<file path="src/rtl/fl_pipe_multi_if.sv">
// FrameLink port bundle: one word (data, rem, four active-low delimiters) plus the src/dst ready handshake.
interface fl_pipe_multi_if #(
  parameter int DATA_WIDTH = 64
);
  // An 8-bit bus has no meaningful REM; keep one bit so the port never collapses to zero width.
  localparam int REM_WIDTH = (DATA_WIDTH > 8) ? $clog2(DATA_WIDTH / 8) : 1;

  logic [DATA_WIDTH-1:0] data;
  logic [REM_WIDTH-1:0]  rem;
  logic                  sof_n;
  logic                  eof_n;
  logic                  sop_n;
  logic                  eop_n;
  logic                  src_rdy_n;
  logic                  dst_rdy_n;

  modport master (
    output data, rem, sof_n, eof_n, sop_n, eop_n, src_rdy_n,
    input  dst_rdy_n
  );

  modport slave (
    input  data, rem, sof_n, eof_n, sop_n, eop_n, src_rdy_n,
    output dst_rdy_n
  );
endinterface

</file>
<file path="src/rtl/fl_pipe_multi.sv">
// STAGES cascaded 2-entry skid-buffer stages between a FrameLink RX and TX port (STAGES=0 is wires).
// Defining FL_PIPE_MULTI_STATS_EN adds saturating TX word/frame counters with a synchronous clear.
module fl_pipe_multi #(
  parameter int DATA_WIDTH = 64,
  parameter int STAGES     = 2
) (
  input  logic            CLK,
  input  logic            RESET_N,
  fl_pipe_multi_if.slave  rx,
  fl_pipe_multi_if.master tx
`ifdef FL_PIPE_MULTI_STATS_EN
  ,
  input  logic            STAT_CLR,
  output logic [31:0]     STAT_WORDS,
  output logic [31:0]     STAT_FRAMES
`endif
);

  localparam int REM_WIDTH = (DATA_WIDTH > 8) ? $clog2(DATA_WIDTH / 8) : 1;
  localparam int WORD_W    = DATA_WIDTH + REM_WIDTH + 4;
  localparam logic [WORD_W-1:0] RST_WORD = {{(DATA_WIDTH + REM_WIDTH){1'b0}}, 4'b1111};

  typedef enum logic [1:0] {
    ST_EMPTY,
    ST_ONE,
    ST_TWO
  } stage_state_e;

  generate
    if (STAGES == 0) begin : g_wire
      assign tx.data      = rx.data;
      assign tx.rem       = rx.rem;
      assign tx.sof_n     = rx.sof_n;
      assign tx.eof_n     = rx.eof_n;
      assign tx.sop_n     = rx.sop_n;
      assign tx.eop_n     = rx.eop_n;
      assign tx.src_rdy_n = rx.src_rdy_n;
      assign rx.dst_rdy_n = tx.dst_rdy_n;
    end else begin : g_pipe
      // Index 0 is the RX side, index STAGES the TX side; stage i sits between i and i+1.
      logic [STAGES:0]             chain_valid;
      logic [STAGES:0]             chain_rdy_n;
      logic [STAGES:0][WORD_W-1:0] chain_word;

      assign chain_valid[0]      = ~rx.src_rdy_n;
      assign chain_word[0]       = {rx.data, rx.rem, rx.sof_n, rx.eof_n, rx.sop_n, rx.eop_n};
      assign rx.dst_rdy_n        = chain_rdy_n[0];
      assign chain_rdy_n[STAGES] = tx.dst_rdy_n;
      assign tx.src_rdy_n        = ~chain_valid[STAGES];
      assign {tx.data, tx.rem, tx.sof_n, tx.eof_n, tx.sop_n, tx.eop_n} = chain_word[STAGES];

      for (genvar i = 0; i < STAGES; i++) begin : g_stage
        stage_state_e      state_q;
        stage_state_e      state_d;
        logic [WORD_W-1:0] main_q;
        logic [WORD_W-1:0] main_d;
        logic [WORD_W-1:0] skid_q;
        logic [WORD_W-1:0] skid_d;
        logic              rdy_n_q;
        logic              rdy_n_d;
        logic              in_xfer;
        logic              out_xfer;

        // rdy_n_q is high while in reset and in TWO, so it alone gates acceptance.
        always_comb begin
          in_xfer  = chain_valid[i] & ~rdy_n_q;
          out_xfer = (state_q != ST_EMPTY) & ~chain_rdy_n[i+1];
          state_d  = state_q;
          main_d   = main_q;
          skid_d   = skid_q;
          unique case (state_q)
            ST_EMPTY: begin
              if (in_xfer) begin
                state_d = ST_ONE;
                main_d  = chain_word[i];
              end
            end
            ST_ONE: begin
              if (in_xfer && !out_xfer) begin
                state_d = ST_TWO;
                skid_d  = chain_word[i];
              end else if (out_xfer && !in_xfer) begin
                state_d = ST_EMPTY;
              end else if (in_xfer && out_xfer) begin
                main_d  = chain_word[i];
              end
            end
            ST_TWO: begin
              if (out_xfer) begin
                state_d = ST_ONE;
                main_d  = skid_q;
              end
            end
            default: state_d = ST_EMPTY;
          endcase
          rdy_n_d = (state_d == ST_TWO);
        end

        always_ff @(posedge CLK or negedge RESET_N) begin
          if (!RESET_N) begin
            state_q <= ST_EMPTY;
            main_q  <= RST_WORD;
            skid_q  <= RST_WORD;
            rdy_n_q <= 1'b1;
          end else begin
            state_q <= state_d;
            main_q  <= main_d;
            skid_q  <= skid_d;
            rdy_n_q <= rdy_n_d;
          end
        end

        assign chain_valid[i+1] = (state_q != ST_EMPTY);
        assign chain_word[i+1]  = main_q;
        assign chain_rdy_n[i]   = rdy_n_q;
      end
    end
  endgenerate

`ifdef FL_PIPE_MULTI_STATS_EN
  logic        tx_xfer;
  logic        tx_eof_xfer;
  logic [31:0] words_q;
  logic [31:0] words_d;
  logic [31:0] frames_q;
  logic [31:0] frames_d;

  // A clear coinciding with an event keeps that event, so the counter restarts at 1.
  function automatic logic [31:0] next_count(input logic [31:0] cnt, input logic clr,
                                             input logic ev);
    if (clr) return {31'd0, ev};
    if (ev && (cnt != 32'hFFFF_FFFF)) return cnt + 32'd1;
    return cnt;
  endfunction

  always_comb begin
    tx_xfer     = ~tx.src_rdy_n & ~tx.dst_rdy_n;
    tx_eof_xfer = tx_xfer & ~tx.eof_n;
    words_d     = next_count(words_q, STAT_CLR, tx_xfer);
    frames_d    = next_count(frames_q, STAT_CLR, tx_eof_xfer);
  end

  always_ff @(posedge CLK or negedge RESET_N) begin
    if (!RESET_N) begin
      words_q  <= 32'd0;
      frames_q <= 32'd0;
    end else begin
      words_q  <= words_d;
      frames_q <= frames_d;
    end
  end

  assign STAT_WORDS  = words_q;
  assign STAT_FRAMES = frames_q;
`endif

endmodule

</file>
<file path="src/flat_wrapper.sv">
// flat-port wrapper written by rule: the top's interface ports become plain ports
module fl_pipe_multi_flat 
#(
  parameter int DATA_WIDTH = 64,
  parameter int STAGES     = 2
)
  (CLK, RESET_N, rx_data, rx_rem, rx_sof_n, rx_eof_n, rx_sop_n, rx_eop_n, rx_src_rdy_n, rx_dst_rdy_n, tx_data, tx_rem, tx_sof_n, tx_eof_n, tx_sop_n, tx_eop_n, tx_src_rdy_n, tx_dst_rdy_n);
  fl_pipe_multi_if #(.DATA_WIDTH(DATA_WIDTH)) rx_i ();
  fl_pipe_multi_if #(.DATA_WIDTH(DATA_WIDTH)) tx_i ();
  input  logic CLK;
  input  logic RESET_N;
  input wire logic [$bits(rx_i.data)-1:0] rx_data;
  input wire logic [$bits(rx_i.rem)-1:0] rx_rem;
  input wire logic [$bits(rx_i.sof_n)-1:0] rx_sof_n;
  input wire logic [$bits(rx_i.eof_n)-1:0] rx_eof_n;
  input wire logic [$bits(rx_i.sop_n)-1:0] rx_sop_n;
  input wire logic [$bits(rx_i.eop_n)-1:0] rx_eop_n;
  input wire logic [$bits(rx_i.src_rdy_n)-1:0] rx_src_rdy_n;
  output wire logic [$bits(rx_i.dst_rdy_n)-1:0] rx_dst_rdy_n;
  output wire logic [$bits(tx_i.data)-1:0] tx_data;
  output wire logic [$bits(tx_i.rem)-1:0] tx_rem;
  output wire logic [$bits(tx_i.sof_n)-1:0] tx_sof_n;
  output wire logic [$bits(tx_i.eof_n)-1:0] tx_eof_n;
  output wire logic [$bits(tx_i.sop_n)-1:0] tx_sop_n;
  output wire logic [$bits(tx_i.eop_n)-1:0] tx_eop_n;
  output wire logic [$bits(tx_i.src_rdy_n)-1:0] tx_src_rdy_n;
  input wire logic [$bits(tx_i.dst_rdy_n)-1:0] tx_dst_rdy_n;
  assign rx_i.data = rx_data;
  assign rx_i.rem = rx_rem;
  assign rx_i.sof_n = rx_sof_n;
  assign rx_i.eof_n = rx_eof_n;
  assign rx_i.sop_n = rx_sop_n;
  assign rx_i.eop_n = rx_eop_n;
  assign rx_i.src_rdy_n = rx_src_rdy_n;
  assign rx_dst_rdy_n = rx_i.dst_rdy_n;
  assign tx_data = tx_i.data;
  assign tx_rem = tx_i.rem;
  assign tx_sof_n = tx_i.sof_n;
  assign tx_eof_n = tx_i.eof_n;
  assign tx_sop_n = tx_i.sop_n;
  assign tx_eop_n = tx_i.eop_n;
  assign tx_src_rdy_n = tx_i.src_rdy_n;
  assign tx_i.dst_rdy_n = tx_dst_rdy_n;
  fl_pipe_multi #(.DATA_WIDTH(DATA_WIDTH), .STAGES(STAGES)) u_core (.CLK(CLK), .RESET_N(RESET_N), .rx(rx_i), .tx(tx_i));
endmodule
</file>
<file path="config.mk">
export PLATFORM = sky130hd
export DESIGN_NAME = fl_pipe_multi_flat
export DESIGN_NICKNAME = d
export VERILOG_FILES = /design/src/rtl/fl_pipe_multi_if.sv /design/src/rtl/fl_pipe_multi.sv /design/src/flat_wrapper.sv
export SDC_FILE = /design/constraint.sdc
export NUM_CORES = 1
export LEC_CHECK = 0
export ABC_AREA = 1
export ABC_CLOCK_PERIOD_IN_PS = 1300
export CAP_MARGIN = 10
export CORE_ASPECT_RATIO = 2
export CORE_UTILIZATION = 51
export CTS_CLUSTER_DIAMETER = 120
export DETAILED_ROUTE_END_ITERATION = 8
export GPL_TIMING_DRIVEN = 0
export PLACE_DENSITY = 0.76
export SYNTH_ARGS = -nofsm -noshare
export SYNTH_HDL_FRONTEND = slang
export SYNTH_SLANG_ARGS = --single-unit
</file>
<file path="constraint.sdc">
create_clock -name CLK -period 1.3 [get_ports CLK]
set_input_delay 0.26 -clock CLK [delete_from_list [all_inputs] [get_ports CLK]]
set_output_delay 0.26 -clock CLK [all_outputs]
set_load 0.02 [all_outputs]
</file>
==> flow_summary.toml <==
[floorplan]
floorplan.initialDensity = 0.521
floorplan.die_area_mm2 = 0.0269
core_mm2 = 0.0257
die_h_um = 231
pin_count = 148
placementRows = 83
die_width_um = 116

[cells_and_area]
final_common_cell = "sky130_fd_sc_hd__nand2_1"
final_cell_mix = "sky130_fd_sc_hd__nand2_1, sky130_fd_sc_hd__dfrtp_1, sky130_fd_sc_hd__nand3_1"
area_growth_syn_to_layout_pct = 54.5
num-nets-final = 2120
final-instance-count-excl-fill = 2406
layout-drive-gt1-share = 0.375

[timing]
setup_total_negative_slack_ps = -83510
final_critical_path_setup_slack_ps = -452
setup_viol = 363
final-max-slew-violation-count = 0
grt_setup_unrepaired = "true"
fin_crit_ps = 1750
smallest_hold_slack_ps = -309
fin_worst_skew_ps = 11.5
max_frequency_ghz = 0.571
layout_worst_path_cycle_share = 1.35
worst_pin_slew_ps = 635
timing.final.hold_violations = 71
slew_headroom = 0.577

[setup_path]
crit_required_ps = 1780
timing_worst_setup_path_type = "reg -> reg"
maximum_fanout_along_the_worst_path = 10
worst-endpoint-arrival_ps = 2230
end_kind = "register"
setup.worst_path.start_class = "register"

[logic_synthesis]
yosys.area.top_type = "sky130_fd_sc_hd__dfrtp_1"
ys_warn_count = 0
synth.cell_area_mm2 = 0.0134
synthesis.instances = 1719
seq_area_frac_synth = 0.545
synth_top_cell_area_share = 0.510
postSynthNetCount = 1794
synth.area.top_cells = "sky130_fd_sc_hd__dfrtp_1, sky130_fd_sc_hd__nand2_1, sky130_fd_sc_hd__nand3_1, sky130_fd_sc_hd__dfstp_2, sky130_fd_sc_hd__o21ai_0"
postSynthRegisterBits = 290
synth_cell_types = 21
synthesis.area_per_instance_um2 = 7.77

[placed_design]
dp_hpwl_mm = 25.0
dpl.cell_count = 2208
gp_routability_congestion = 0.848
place_ws_ps = -890
buffer_ports.inserted = 147

[power]
leakage_uw = 0.0107
power.total_uw = 55500
powerDensity_mw_per_mm2 = 2690
worst_ir_drop_vdd_mv = 1.38

[global_routing]
antenna_found_initial = 3
wire_length_of_the_first_global_routing_pass_mm = 68.4
first_global_vias = 13300
grt_max_degree = 116
grt-ovfl-total = 0
groute.usage.overall = 0.332

[cts]
clockRootBuffer = "sky130_fd_sc_hd__clkbuf_16"
number_of_h_tree_levels = 1
tritoncts = "built"
cts-buffers-inserted = 26
clock_latency_ps = 550
clock_sinks = 290
cts.clk_slew.worst_paths_ps = 70
cts_max_path_buffers = 3

[outcome]
result_of_the_run = "finished, violations left"
violations = "hold timing, setup timing"

[detailed_routing]
detail-route-antenna-nets = 0
wl_per_cell_um = 23.3
avgViaCountPerCell = 6.11
detail_route.drc_violations = 0
drtPass1Iterations = 6
postRouteWirelength_mm = 56.2
drtIter0Drc = 1649
dr_total_vias = 14700

[min_path]
min_path_type = "in -> async"

[flow_run]
max_cap_violations = 0
## report_power, final
group / internal, µW / total (µW) / switching [µW]
clock network: 4860 / 8480 / 3620
registers: 13400 / 18000 / 4570
logic: 12700 / 29000 / 16300
## final timing paths
kind	from	endpoint	slack (ps)	cells after the start
max	u_core.g_pipe.g_stage[0].state_q[1]$_DFF_PN0_	u_core.g_pipe.g_stage[0].main_q[20]$_DFFE_PN0P_	-450	7
min	RESET_N	u_core.g_pipe.g_stage[1].main_q[21]$_DFFE_PN0P_	-310	1
max reg2reg	u_core.g_pipe.g_stage[0].state_q[1]$_DFF_PN0_	u_core.g_pipe.g_stage[0].main_q[20]$_DFFE_PN0P_	-450	7
min reg2reg	u_core.g_pipe.g_stage[1].skid_q[3]$_DFFE_PN1P_	u_core.g_pipe.g_stage[1].skid_q[3]$_DFFE_PN1P_	470	2
max in group asynchronous	RESET_N	u_core.g_pipe.g_stage[1].skid_q[63]$_DFFE_PN0P_	580	2
min in group CLK	rx_sof_n	u_core.g_pipe.g_stage[0].skid_q[3]$_DFFE_PN1N_	260	3
## layer usage
layer / track usage / wire length [µm] / vias to the layer above
met5: 0 / 29 / -
met4: 0.236 / 5840 / 4
met3: 0.0433 / 5560 / 442
met2: 0.567 / 27100 / 1180
met1: 0.374 / 17600 / 6977
li1: - / - / 6089
## worst max-delay path, stage by stage (launching register included)
cell and delay [ps]:
sky130_fd_sc_hd__dfrtp_2 480, sky130_fd_sc_hd__buf_4 170, sky130_fd_sc_hd__nor2_4 100, sky130_fd_sc_hd__inv_2 90, sky130_fd_sc_hd__nand2_8 180, sky130_fd_sc_hd__buf_6 190
sky130_fd_sc_hd__nand3_1 300, sky130_fd_sc_hd__nand2_1 150
## layout make-up
cell class              instances  area (µm²)
fillers                      1375        5010
well taps                     340         425
flip-flops and latches        290        7280
multi-input cells            1245        6930
plain buffers                 107        1190
clock buffers                  34         712
clock inverters                14         195
inverters                      80         323
diodes                          1        2.50
repair buffers                295        3570
## stage by stage
step	hold slack, ps	utilization	area [µm²]
after CTS	-287	0.728	18700
after floorplan	-35.6	-	13400
after global routing	-264	0.805	20600
after detailed placement	288	0.598	15300
final	-309	0.805	20600
after global placement	452	0.595	15300
## flip-flops by register name (all words and copies together) (netlist names)
register,count
u_core.g_pipe.g_stage.main_q,142
u_core.g_pipe.g_stage.rdy_n_q,1
u_core.g_pipe.g_stage.skid_q,142
u_core.rx.dst_rdy_n,1
u_core.g_pipe.g_stage.state_q,4
## synthesized netlist by cell type
cell / instances
sky130_fd_sc_hd__nand2_1: 860
sky130_fd_sc_hd__nand3_1: 284
sky130_fd_sc_hd__dfrtp_1: 272
sky130_fd_sc_hd__inv_1: 76
sky130_fd_sc_hd__o21ai_0: 73
sky130_fd_sc_hd__buf_2: 59
sky130_fd_sc_hd__clkbuf_1: 22
sky130_fd_sc_hd__dfstp_2: 18
sky130_fd_sc_hd__buf_1: 13
sky130_fd_sc_hd__buf_4: 13
sky130_fd_sc_hd__buf_6: 7
sky130_fd_sc_hd__nand2_2: 5
sky130_fd_sc_hd__inv_2: 4
sky130_fd_sc_hd__nor2_1: 3
sky130_fd_sc_hd__nand2_4: 2
sky130_fd_sc_hd__nor2_4: 2
sky130_fd_sc_hd__o31ai_1: 2
sky130_fd_sc_hd__nand4_4: 1
sky130_fd_sc_hd__o21ai_2: 1
sky130_fd_sc_hd__o21ai_4: 1
sky130_fd_sc_hd__xnor2_1: 1
## kinds of logic after synthesis
group                     after synthesis  synth area share
and+or+nand+nor                      1157             0.356
DFF                                   290             0.545
buffers and inverters                 194            0.0676
AOI/OAI and AO/OA                      77            0.0304
xor gates and xnor gates                1          0.000656
## repair_timing
item | 4_1_cts | 5_1_grt
resized for setup | 813 | 457
hold endpoints to repair | 71 | 71
pin swaps | 65 | 44
buffers inserted | 69 | 43
cloned | 31 | 19
endpoints found under the setup margin | 361 | 363
Note: power is estimated with default switching activity, not from simulation.
==> RTL edit, RTL diff (same settings) <==
`DATA_WIDTH` is set to 64 in 3 places; all go to 32.
--- a/src/rtl/fl_pipe_multi_if.sv
+++ b/src/rtl/fl_pipe_multi_if.sv
@@ -1,5 +1,5 @@
 // FrameLink port bundle: one word (data, rem, four active-low delimiters) plus the src/dst ready handshake.
 interface fl_pipe_multi_if #(
-  parameter int DATA_WIDTH = 64
+  parameter int DATA_WIDTH = 32
 );
   // An 8-bit bus has no meaningful REM; keep one bit so the port never collapses to zero width.
--- a/src/rtl/fl_pipe_multi.sv
+++ b/src/rtl/fl_pipe_multi.sv
@@ -2,5 +2,5 @@
 // Defining FL_PIPE_MULTI_STATS_EN adds saturating TX word/frame counters with a synchronous clear.
 module fl_pipe_multi #(
-  parameter int DATA_WIDTH = 64,
+  parameter int DATA_WIDTH = 32,
   parameter int STAGES     = 2
 ) (
--- a/src/flat_wrapper.sv
+++ b/src/flat_wrapper.sv
@@ -2,5 +2,5 @@
 module fl_pipe_multi_flat 
 #(
-  parameter int DATA_WIDTH = 64,
+  parameter int DATA_WIDTH = 32,
   parameter int STAGES     = 2
 )
Interface: changed (resized rx_data, rx_rem, tx_data and tx_rem); port bits go from 148 to 82. The function was not compared with the original's and may differ.
==> RTL edit against the original RTL <==
- worst setup slack gained 0.32 ns
- maximum frequency up 23%
- power is 55% lower
- area after synthesis decreased by 45%
- clock power decreased by 45%
- sequential share of layout area up 5.4 points
- wire length shrank 68%
- final cell count down 47%
- clock skew shrank 0.00072 ns
- sequential cell count is 132 lower
- the run still ends with negative hold slack, negative setup slack left
- non-clock buffer count decreased by 230
- cell area fell by 53%
==> RTL edit: results <==
set metrics [dict create \
    critPathMaxFanout 6 \
    leakage_nw 5.26 \
    pwr.group.clock_w 0.00467 \
    grt_max_degree 87 \
    rr_endpoint "u_core.g_pipe.g_stage[1].skid_q[25]" \
    placed_area_um2 8380 \
    htree_levels 4 \
    hold_viol_final 61 \
    cts_buffers 17 \
    num-fill-cells 1074 \
    holdWs_ns -0.144 \
    pre_cts_ws_ns -0.562 \
    fin_setup_tns_ns -7.36 \
    status "finished, violations left" \
    finalSetupViolCount 124 \
    setup_slack_ns -0.129 \
    wl_um 18100 \
    top_regs "u_core.g_pipe.g_stage.main_q x76, u_core.g_pipe.g_stage.skid_q x76, u_core.g_pipe.g_stage.state_q x4" \
    place_hpwl_um 11800 \
    drive_gt1_share_pct 25.2 \
    violations "negative hold slack, negative setup slack" \
    intPower_w 0.0147 \
    ys_top_cells_by_count "nand2_1, nand3_1, dfrtp_1" \
    gp_congestion 0.814 \
    drt_first_iter_violations 387 \
]
-- RTL edit: changes by cell type in the layout (fill, tap and decap cells not counted), moves of 30 or more --
cell	before	now
nand2_1	599	418
buf_6	128	40
inv_1	73	40
nand3_1	243	140
buf_4	76	21
clkdlybuf4s50_1	73	40
o21ai_2	44	11
dfrtp_1	268	136
nand2_2	178	36
buf_8	39	9
nand2_4	88	17
-- RTL edit: repair_timing --
action                                  CTS  global route
cloned                                    2             6
gates resized for setup                 324           110
pin swaps                                 4            11
endpoints found under the hold margin    61            61
endpoints found under the setup margin  189           161
setup buffers                            13             7
-- RTL edit: logic make-up (layout without fill, tap and decap cells) --
group                  after synthesis  in the layout  share of synthesized area (%)
XOR/XNOR                             1              1                          0.120
flip-flops                         158            158                           54.6
AO/OA/AOI/OAI                       44             44                           3.20
AND/OR/NAND/NOR                    629            629                           35.1
buffers and inverters              111            251                           6.99
-- RTL edit: worst max path at each step --
stage,depth (start not counted),endpoint,slack (ns),start
floorplan,7,u_core.g_pipe.g_stage[1].main_q[17],-0.004,u_core.g_pipe.g_stage[1].rdy_n_q
global placement,1,u_core.g_pipe.g_stage[1].state_q[0],-6.89,RESET_N
detailed placement,7,u_core.g_pipe.g_stage[0].skid_q[13],-0.56,rx_src_rdy_n
CTS,1,rx_dst_rdy_n,-0.11,u_core.rx.dst_rdy_n
global route,8,u_core.g_pipe.g_stage[0].main_q[18],-0.17,u_core.g_pipe.g_stage[0].state_q[1]
finish,2,tx_src_rdy_n,-0.13,u_core.g_pipe.g_stage[1].state_q[1]
-- RTL edit: through the flow --
step	cells	total power [W]	hold WS [ns]
finish	1272	0.0248	-0.144
global placement	1213	0.0173	0.453
global route	1272	0.0265	-0.0866
CTS	1261	0.0233	-0.123
detailed placement	1214	0.0176	0.326
floorplan	943	0.0146	-0.0356
-- RTL edit: layout make-up --
| class | instances | share of cell area, % |
|---|---|---|
| Clock inverter | 15 | 1.28 |
| Buffer | 62 | 6.49 |
| Clock buffer | 17 | 4.35 |
| Timing Repair Buffer | 110 | 10.7 |
| Tap cell | 189 | 2.42 |
| Inverter | 47 | 1.88 |
| Multi-Input combinational cell | 674 | 32.1 |
| Sequential cell | 158 | 40.7 |
-- RTL edit: routing by layer --
metal | global-route usage (%) | wire (µm) | vias to the layer above
li1 | - | - | 3214
met1 | 28.1 | 7080 | 2978
met2 | 45.9 | 10100 | 141
met3 | 4.39 | 462 | 32
met4 | 9.49 | 478 | 0
met5 | 0 | 0 | -
-- RTL edit: worst max-delay path: stages, from the launching register on --
cell,delay (ns)
dfrtp_2,0.49
nor2_4,0.13
buf_6,0.13
